## src/rtl/div_issue_ctrl.sv

```systemverilog
// Request-side controller for the fixed-latency divider: issues operands, tracks ops
// through the divider latency, and collects quotients into an in-order result FIFO.
module div_issue_ctrl #(
    parameter int LATENCY    = 5,
    parameter int FIFO_DEPTH = 8,
    parameter int TAGW       = 4
) (
    input  logic            clock,
    input  logic            reset,
    input  logic            req_valid,
    output logic            req_ready,
    input  logic [31:0]     req_num,
    input  logic [21:0]     req_den,
    input  logic [TAGW-1:0] req_tag,
    output logic [31:0]     div_numerator,
    output logic [21:0]     div_denominator,
    input  logic [19:0]     div_result,
    output logic            res_valid,
    input  logic            res_ready,
    output logic [19:0]     res_quot,
    output logic [TAGW-1:0] res_tag,
    output logic            res_dz
);

    localparam int PW = $clog2(FIFO_DEPTH);
    localparam int CW = $clog2(FIFO_DEPTH + LATENCY + 1) + 1;

    logic [LATENCY:1]           r_vld_pipe;
    logic [LATENCY:1][TAGW-1:0] r_tag_pipe;
    logic [LATENCY:1]           r_dz_pipe;
    logic [LATENCY:1]           r_sat_pipe;

    logic [19:0]     r_mem_quot [FIFO_DEPTH];
    logic [TAGW-1:0] r_mem_tag  [FIFO_DEPTH];
    logic            r_mem_dz   [FIFO_DEPTH];
    logic [PW-1:0]   r_wr_ptr;
    logic [PW-1:0]   r_rd_ptr;
    logic [PW:0]     r_count;

    logic            w_fire;
    logic            w_push;
    logic            w_pop;
    logic            w_den_zero;
    logic [19:0]     w_push_quot;
    logic [CW-1:0]   w_inflight;
    logic [CW-1:0]   w_occ;

    assign w_den_zero      = (req_den == 22'd0);
    assign div_numerator   = req_num;
    assign div_denominator = w_den_zero ? 22'd1 : req_den;

    // Credits cover both the FIFO contents and every op still inside the divider,
    // so a result leaving the divider always has a free FIFO slot.
    always_comb begin
        w_inflight = '0;
        for (int k = 1; k <= LATENCY; k++) begin
            w_inflight = w_inflight + CW'(r_vld_pipe[k]);
        end
    end

    assign w_occ     = CW'(r_count) + w_inflight;
    assign req_ready = !reset && (w_occ < CW'(FIFO_DEPTH));
    assign w_fire    = req_valid && req_ready;

    always_ff @(posedge clock or posedge reset) begin
        if (reset) begin
            r_vld_pipe <= '0;
        end else begin
            for (int k = LATENCY; k >= 2; k--) begin
                r_vld_pipe[k] <= r_vld_pipe[k-1];
            end
            r_vld_pipe[1] <= w_fire;
        end
    end

    always_ff @(posedge clock) begin
        for (int k = LATENCY; k >= 2; k--) begin
            r_tag_pipe[k] <= r_tag_pipe[k-1];
            r_dz_pipe[k]  <= r_dz_pipe[k-1];
            r_sat_pipe[k] <= r_sat_pipe[k-1];
        end
        r_tag_pipe[1] <= req_tag;
        r_dz_pipe[1]  <= w_den_zero;
        r_sat_pipe[1] <= req_num[31];
    end

    // Zero-denominator ops saturate toward the sign of the numerator.
    assign w_push      = r_vld_pipe[LATENCY];
    assign w_push_quot = !r_dz_pipe[LATENCY] ? div_result :
                         (r_sat_pipe[LATENCY] ? 20'h80000 : 20'h7FFFF);
    assign w_pop       = res_ready && (r_count != '0);

    always_ff @(posedge clock) begin
        if (w_push) begin
            r_mem_quot[r_wr_ptr] <= w_push_quot;
            r_mem_tag[r_wr_ptr]  <= r_tag_pipe[LATENCY];
            r_mem_dz[r_wr_ptr]   <= r_dz_pipe[LATENCY];
        end
    end

    always_ff @(posedge clock or posedge reset) begin
        if (reset) begin
            r_wr_ptr <= '0;
            r_rd_ptr <= '0;
            r_count  <= '0;
        end else begin
            if (w_push) begin
                r_wr_ptr <= r_wr_ptr + PW'(1);
            end
            if (w_pop) begin
                r_rd_ptr <= r_rd_ptr + PW'(1);
            end
            case ({w_push, w_pop})
                2'b10:   r_count <= r_count + (PW+1)'(1);
                2'b01:   r_count <= r_count - (PW+1)'(1);
                default: r_count <= r_count;
            endcase
        end
    end

    // Head fields are masked when empty so the outputs read zero out of reset.
    assign res_valid = (r_count != '0);
    assign res_quot  = res_valid ? r_mem_quot[r_rd_ptr] : '0;
    assign res_tag   = res_valid ? r_mem_tag[r_rd_ptr]  : '0;
    assign res_dz    = res_valid ? r_mem_dz[r_rd_ptr]   : 1'b0;

endmodule

```

## config.mk

```make
export PLATFORM = sky130hd
export DESIGN_NAME = div_issue_ctrl
export DESIGN_NICKNAME = d
export VERILOG_FILES = /design/src/rtl/div_issue_ctrl.sv
export SDC_FILE = /design/constraint.sdc
export NUM_CORES = 1
export LEC_CHECK = 0
export CORE_MARGIN = 5
export CORE_UTILIZATION = 40
export CTS_BUF_LIST = sky130_fd_sc_hd__clkbuf_4
export DETAILED_ROUTE_END_ITERATION = 6
export SLEW_MARGIN = 10
export SYNTH_ARGS = -nofsm -noshare
export SYNTH_HDL_FRONTEND = slang
export SYNTH_SLANG_ARGS = --single-unit
```

## constraint.sdc

```tcl
create_clock -name clock -period 3.7 [get_ports clock]
set_input_delay 0.74 -clock clock [delete_from_list [all_inputs] [get_ports clock]]
set_output_delay 0.74 -clock clock [all_outputs]
set_load 0.01 [all_outputs]
```

# Word level (Yosys, flattened, before mapping)
# Memory sizes are Yosys's and may differ from the RTL's.
# Index checks and enable logic that the tools add are counted.
[totals]
n_memories = 3
ramBits = 200
latchBits = 0
input_bits = 82
romBits = 0
regBits = 45
word_cells = 42
[classes]
order_cmp = 1
n_mul = 0
div = 0
n_shift = 0
mux = 9
eq_ne = 2
add_sub_neg = 9
bitwise = 0
n_reduce_logical = 7
[mem_list]
columns = ["name", "depth", "width", "rd", "rd_ports_with_merged_regs", "wr", "line_no", "source"]
rows = [
  ["r_mem_quot", 8, 20, 1, 0, 1, "33", "logic [19:0] r_mem_quot [FIFO_DEPTH];"],
  ["r_mem_tag", 8, 4, 1, 0, 1, "34", "logic [TAGW-1:0] r_mem_tag [FIFO_DEPTH];"],
  ["r_mem_dz", 8, 1, 1, 0, 1, "35", "logic r_mem_dz [FIFO_DEPTH];"],
]
[op_table]
columns = ["op", "count"]
rows = [
  ["two-way mux 20 bit", 3],
  ["logical NOT 22 bit", 1],
  ["two-way mux 22 bit", 1],
  ["case mux 4 bit (2 select lines)", 1],
  ["adder 3 x 1 -> 3 bit, second input constant", 2],
  ["adder 4 x 1 -> 5 bit", 1],
  ["adder 4 x 5 -> 5 bit", 1],
  ["< comparator 5 x 4 -> 1 bit, second input constant", 1],
  ["adder 3 x 1 -> 4 bit", 1],
  ["adder 4 x 1 -> 4 bit, second input constant", 1],
  ["two-way mux 4 bit", 1],
  ["nonzero test 4 bit", 1],
  ["subtractor 4 x 1 -> 4 bit, second input constant", 1],
  ["adder 2 x 1 -> 3 bit", 1],
  ["logical AND 1 bit", 3],
  ["two-way mux 1 bit", 3],
  ["adder 1 x 1 -> 2 bit", 1],
  ["equality test 2 x 1 -> 1 bit, second input constant", 1],
  ["equality test 2 bit, second input constant", 1],
  ["nonzero test 2 bit", 1],
  ["logical NOT 1 bit", 1],
]

# Longest topological paths before layout
# Gate-level depths: netlist of the first run.
[logic_depth]
ltp_word = 8
depth_mapped = 9
ltp_nobuf = 8

# Worst setup path before layout of the first run
# OpenSTA, ideal clock, no wires.
[synth_path]
path_kind = "reg-to-output"
from = "reg r_vld_pipe[1] (netlist name)"
to = "out req_ready"
path_stages_with_launch = 9
required_ns = 2.960
n_path_buf = 0
arrival_ns = 2.038
path_slack_ns = 0.922
cell_sequence = "dfrtp_1 > fa_1 > inv_1 > fa_1 > inv_1 > ha_1 > and3b_1 > o21ai_0 > and2_1"
[synth_via]
elab_chain_cells = 7
[synth_lines]
columns = ["element", "line_no", "source"]
rows = [
  ["start: declaration", "28", "logic [LATENCY:1] r_vld_pipe;"],
  ["start signal: indexed assignment", "70", "r_vld_pipe[k] <= r_vld_pipe[k-1];"],
  ["adder 1 x 1 -> 2 bit", "57", "w_inflight = w_inflight + CW'(r_vld_pipe[k]);"],
  ["adder 2 x 1 -> 3 bit", "57", ""],
  ["adder 3 x 1 -> 4 bit", "57", ""],
  ["adder 4 x 1 -> 5 bit", "57", ""],
  ["adder 4 x 5 -> 5 bit", "61", "assign w_occ = CW'(r_count) + w_inflight;"],
  ["< comparator 5 x 4 -> 1 bit", "62", "assign req_ready = !reset && (w_occ < CW'(FIFO_DEPTH));"],
  ["logical AND 1 bit", "62", ""],
  ["end: declaration", "11", "output logic req_ready,"],
]
# Every way passes these cells.

# Final worst setup path of the first run
[layout_path]
from = "reg r_count[1]"
to = "out res_quot[0]"
[layout_via]
elab_chain_cells = 2
[layout_lines]
columns = ["element", "line_no", "source"]
rows = [
  ["start: declaration", "38", "logic [PW:0] r_count;"],
  ["start signal: assignment", "114", "2'b10: r_count <= r_count + (PW+1)'(1);"],
  ["start signal: assignment", "115", "2'b01: r_count <= r_count - (PW+1)'(1);"],
  ["start signal: assignment", "116", "default: r_count <= r_count;"],
  ["nonzero test 4 bit", "122", "assign res_valid = (r_count != '0);"],
  ["two-way mux 20 bit", "123", "assign res_quot = res_valid ? r_mem_quot[r_rd_ptr] : '0;"],
  ["end: declaration", "20", "output logic [19:0] res_quot,"],
]
# Every way passes these cells.

==> results.toml, run 1 <==
[status]
status = "complete, no violations"

[place]
hpwl_mm = 11.0
placed_area_um2 = 10700
globalplace.congestion = 0.826
portBuffers = 100

[timing]
finalSetupTns_ps = 0
worstMarginPinSlew_ps = 1030
rsz0062_at_grt = "no"
setup_viol = 0
timing_max_transition_violations_final = 0
period_minus_slack_ps = 3540
timing.fmax_ghz = 0.283
fin_crit_sh = 0.956
whs_ps = 309
fin_skew_ps = 47.4
hold_violations = 0
slew_headroom = 0.313

[clocking]
tritoncts = "built"
numCtsBuffers = 61
clock_sinks = 245
cts.path.max_buffers = 3
clk_pin_slew_ps = 70
cts_root_buffer = "clkbuf_4"
h-tree-depth = 2
cts_hold_buf = 0
clkLatencyLatePin_ps = 680

[critical_path]
r2r_start = "r_count[1]"
max_stage_delay_ps = 590
reg2regPathDepth = 8
cp_slowest_cell = "or4_4"
cp.depth = 4
critPathArrivalTime_ps = 2800
crit_chain = "or4_4 > and2_4 > a22o_1 > clkdlybuf4s50_1"
rrSetupSlack_ps = 730
worst_setup_path_start_kind = "register"
worst-path-buf-inv = 1
path_class = "register to primary output"
cp_max_fo = 25
cp.required_ps = 2960
timing.rr.end = "r_count[3]"
cp-end-kind = "primary output"
critical_path.top_delay_family = "simple AND/OR/NAND/NOR gates"

[power]
clockPowerShare = 0.257
peakVddDrop_mv = 0.270
seq_power_share = 0.418
p_int_mw = 5.70
switching_share = 0.295
power.density_nw_per_um2 = 705
p_leak_nw = 4.00
netSwitchingPower_mw = 2.38
power_mw = 8.08
p_comb_frac = 0.326

[drt]
avgRoutedWirePerCell_um = 19.9
postRouteAntennaNets = 0
drc = 0
dr.pass1.iters = 4
via_per_inst = 4.99
drtIter0Drc = 309
vias = 4907
routed_wl_mm = 19.6

[hold_path]
worst_hold_path_type = "register to register"
whs_endpoint = "r_tag_pipe[18]"
min-delay-start = "r_tag_pipe[14]"
hold-path-cell-count = 0

[floorplanning]
core_area_um2 = 23500
initial_utilization = 0.406
die_y_um = 164
rows = 56
ios = 163
die_area_um2 = 27000
die_x_um = 164

[grt]
busiest_layer = "met2"
gr-total-overflow = 0
grtUsageTotal = 0.148
use_met1 = 0.175
grt_max_degree = 29
use_met3 = 0.0442
grt.met2_usage = 0.258
grt_pass1_wl_mm = 30.0
grt_pass1_vias = 5462
antenna_found_initial = 0

[synthesis]
yosysMostFrequentCell = "edfxtp_1"
syn_nets = 606
synth.area.top_cells = "edfxtp_1, mux4_2, dfxtp_1"
synthTopCellsByCount = "edfxtp_1, mux4_2, clkbuf_1"
syn-instance-count = 513
synth_area_um2 = 9530
syn_area_per_cell_um2 = 18.6
yosysUniqueCellTypes = 37
yosys_register_bits = 245
yosys.area.top_type = "edfxtp_1"
synth_ff_type = "edfxtp_1"
yosysSeqAreaShare = 0.732
ys_warn_count = 0
postSynth.asyncResetShare = 0.0612
yosysTopAreaCellShare = 0.630
synth_edf_count = 200

[flow_run]
maxCapViolCount = 0

[cells_and_area]
nets = 709
diodes = 0
stdcell_area_um2 = 11500
finalCoreUtilization = 0.488
drive_gt1_frac = 0.271
syn2layout_area_growth_pct = 20.1
[state kept, by name, summed over array words and instances (netlist names)]
| register | flops |
|---|---|
| r_count | 4 |
| r_mem_dz | 8 |
| r_dz_pipe | 5 |
| r_sat_pipe | 5 |
| r_rd_ptr | 3 |
| r_wr_ptr | 3 |
| r_mem_tag | 32 |
| r_vld_pipe | 5 |
| r_mem_quot | 160 |
| r_tag_pipe | 20 |
[through the flow]
step | worst slack (ps) | std cells
final | 163 | 983
after global routing | 18.2 | 983
after CTS | 39.0 | 983
after detailed placement | -30.2 | 870
after global placement | 81.4 | 870
after floorplan | 922 | 513
[repair_timing]
item | CTS | global route
setup buffers | 2 | 0
resized for setup | 7 | 5
pin swaps | 0 | 2
endpoints found under the setup margin | 7 | 2
[power by group through the flow]
stage | registers, mW | clock network [mW] | logic (mW)
4_1_cts | 3.38 | 2.16 | 2.68
6_report | 3.38 | 2.07 | 2.63
3_5_place_dp | 3.47 | 0 | 2.60
5_1_grt | 3.40 | 2.31 | 2.84
2_1_floorplan | 3.34 | 0 | 1.71
3_3_place_gp | 3.46 | 0 | 2.57
[worst max-delay path by stage]
stage | startpoint | endpoint | slack, ps
3_5_place_dp | req_den[5] | div_denominator[0] | -30
3_3_place_gp | req_den[5] | div_denominator[0] | 80
6_report | r_count[1] | res_quot[0] | 160
2_1_floorplan | r_vld_pipe[1] | req_ready | 920
5_1_grt | r_vld_pipe[4] | req_ready | 20
4_1_cts | r_vld_pipe[1] | req_ready | 40
[layout make-up]
cell class                 count  area [um2]
sequential                   245        6990
clock buffer                  83         623
multi-input combinational    162        2040
fill                        1996       12000
timing repair buffer         117        1180
inverter                      29         109
tap                          319         399
clock inverter                28         113
[cells in the final DEF, fill, tap and decap left out, types with 2 or more instances in the layout]
cell type / instances
edfxtp_1: 200
clkdlybuf4s50_1: 98
clkbuf_4: 83
mux4_2: 50
dfxtp_1: 30
inv_1: 28
a22o_1: 25
clkinv_1: 22
o21ai_0: 20
buf_4: 13
dfrtp_1: 13
ha_1: 7
nor2_2: 6
nand2_1: 5
nor4_1: 5
xnor2_1: 4
mux2_2: 4
nand2b_1: 4
buf_12: 4
inv_2: 3
nor3b_1: 3
nand3_1: 3
clkinv_2: 3
xor2_1: 2
nor3_2: 2
a21oi_1: 2
fa_1: 2
[per-layer routing]
metal  share of wire  wire length [um]  vias up
met1            0.40              7760     2473
met5               0                 0        -
met2            0.51              9930      183
li1                -                 -     2200
met3           0.074              1460       51
met4           0.022               422        0
[logic make-up (layout without fill, tap and decap cells)]
group / count (synthesis) / count (layout) / share of synthesized area
adder cells (fa/ha/maj): 11 / 11 / 0.0168
multiplexers: 55 / 55 / 0.124
AND/OR/NAND/NOR: 38 / 38 / 0.0228
XOR/XNOR: 6 / 6 / 0.00551
buffers and inverters: 106 / 257 / 0.0598
AO/OA/AOI/OAI: 52 / 52 / 0.0388
flip-flops: 245 / 245 / 0.732
(Power assumes the default switching activity.)
==> run 2, diff against run 1 <==
DONT_BUFFER_PORTS = 1   (was unset)
==> run 2 against run 1 <==
Net effect:
- die area unchanged
- largest power group unchanged
- critical path depth up 4
- global-route usage down 0.68 points
- sequential power down 1%
- largest cell class unchanged
==> results.toml, run 2 (same netlist as run 1, synthesis figures left out) <==
[status]
status = "complete, no violations"

[grt]
gr-total-overflow = 0
grt_pass1_wl_mm = 28.5
grt_pass1_vias = 5050
antenna_found_initial = 0
grtUsageTotal = 0.141
grt_max_degree = 51

[drt]
drtIter0Drc = 310
via_per_inst = 5.15
postRouteAntennaNets = 0
vias = 4487
dr.pass1.iters = 4
routed_wl_mm = 19.0
avgRoutedWirePerCell_um = 21.7
drc = 0

[critical_path]
critPathArrivalTime_ps = 2730
endpoint = "req_ready"
cp_max_fo = 2
crit_start = "r_vld_pipe[1]"
max_stage_delay_ps = 540
cp-end-kind = "primary output"
r2r_start = "r_count[1]"
reg2regPathDepth = 8
worst_setup_path_start_kind = "register"
timing.rr.end = "r_count[3]"
path_class = "register to primary output"
cp.required_ps = 2960
rrSetupSlack_ps = 610
crit_chain = "fa_1 > inv_1 > fa_1 > inv_1 > ha_1 > and3b_1 > o21ai_1 > and2_1"
cp_slowest_cell = "fa_1"

[timing]
slew_headroom = 0.353
fin_skew_ps = 26.6
hold_violations = 0
rsz0062_at_grt = "no"
whs_ps = 122
period_minus_slack_ps = 3470
worstMarginPinSlew_ps = 971
postLayoutSetupSlackWorst_ps = 226
finalSetupTns_ps = 0
timing.fmax_ghz = 0.288
setup_viol = 0
fin_crit_sh = 0.939
timing_max_transition_violations_final = 0

[hold_path]
worst_hold_path_type = "input port to register"

[floorplanning]
die_area_um2 = 27000
rows = 56
die_x_um = 164
die_y_um = 164
ios = 163
core_area_um2 = 23500
initial_utilization = 0.406

[power]
power.density_nw_per_um2 = 722
power_mw = 7.50
p_int_mw = 5.24
switching_share = 0.300
p_comb_frac = 0.272
clockPowerShare = 0.284
p_leak_nw = 3.59
netSwitchingPower_mw = 2.25
peakVddDrop_mv = 0.594
seq_power_share = 0.444

[clocking]
clk_pin_slew_ps = 70
cts.path.max_buffers = 3
cts_root_buffer = "clkbuf_4"
numCtsBuffers = 61
clkLatencyLatePin_ps = 650
tritoncts = "built"
clock_sinks = 245
post_cts_buffers = 0
h-tree-depth = 2

[place]
portBuffers = 0
preCtsSetupSlack_ps = 641
placed_area_um2 = 9630
hpwl_mm = 10.5
dp.cells = 768
globalplace.congestion = 0.732

[cells_and_area]
largest_reg_flops = 160
final-seq-area_um2 = 6990
reg.largest.list = "r_mem_quot: 160 flops, r_mem_tag: 32 flops, r_tag_pipe: 20 flops"
diodes = 0
multi_input_area_um2 = 2010
layout_commonest_cell = "edfxtp_1"
syn2layout_area_growth_pct = 8.83
nets = 606
regMostFlops = "r_mem_quot"
stdcell_area_um2 = 10400
final_cells = 872
final_cell_mix = "edfxtp_1, clkbuf_4, mux4_2, dfxtp_1, inv_1"
drive_gt1_frac = 0.320
nFillCells = 2057
finalCoreUtilization = 0.442

[flow_run]
maxCapViolCount = 0
-- run 2: cell types whose count changed in the layout (fill, tap and decap cells not counted), sizes merged --
cell	before	now
dlygate4sd3	0	1
buf	18	13
clkdlybuf4s50	98	0
inv	31	30
clkinv	25	9
dlymetal6s2s	1	0
clkinvlp	1	0
clkbuf	83	93
-- run 2: critical path, delay by kind of cell (launching register included) --
family	cells	cell delay (ps)
simple gates	2	370
fa+ha+maj	3	1100
flops	1	400
buf+inv	2	110
compound gates	1	130
-- run 2: metal layers --
layer  wire length, um  global-route usage  vias to the layer above  share of wire
li1                  -                   -                     1980              -
met1              7700               0.169                     2288           0.41
met2              9900               0.250                      183           0.52
met3              1070              0.0379                       36          0.057
met4               284              0.0457                        0          0.015
met5                 0                   0                        -              0
-- run 2: repair_timing --
action,in CTS,in global routing
endpoints found under the hold margin,2,0
gates resized for setup,0,1
endpoints found under the setup margin,0,1
hold buffers,1,0
-- run 2: final cells by class --
cell class	count	share of cell area
clock buffer	93	0.0673
clock inverter	10	0.00398
sequential	245	0.673
inverter	29	0.0105
multi-input combinational	162	0.194
tap	319	0.0385
timing repair buffer	14	0.0128
-- run 2: worst min path at each step --
stage                     cells after the start           start        endpoint  slack (ps)
after floorplan                               0    r_dz_pipe[1]    r_dz_pipe[2]         310
after global placement                        0    r_dz_pipe[4]    r_dz_pipe[5]         310
after global routing                          0      req_tag[2]   r_tag_pipe[2]          50
after CTS                                     0      req_tag[3]   r_tag_pipe[3]          40
final                                         0      req_tag[3]   r_tag_pipe[3]         120
after detailed placement                      0  r_tag_pipe[10]  r_tag_pipe[14]         310
-- run 2: power by group through the flow --
stage	logic (mW)	clock network, mW	registers (mW)
6_report	2.04	2.13	3.33
5_1_grt	2.22	2.34	3.35
4_1_cts	2.11	2.20	3.33
3_5_place_dp	2.10	0	3.39
3_3_place_gp	2.06	0	3.37
2_1_floorplan	1.71	0	3.34
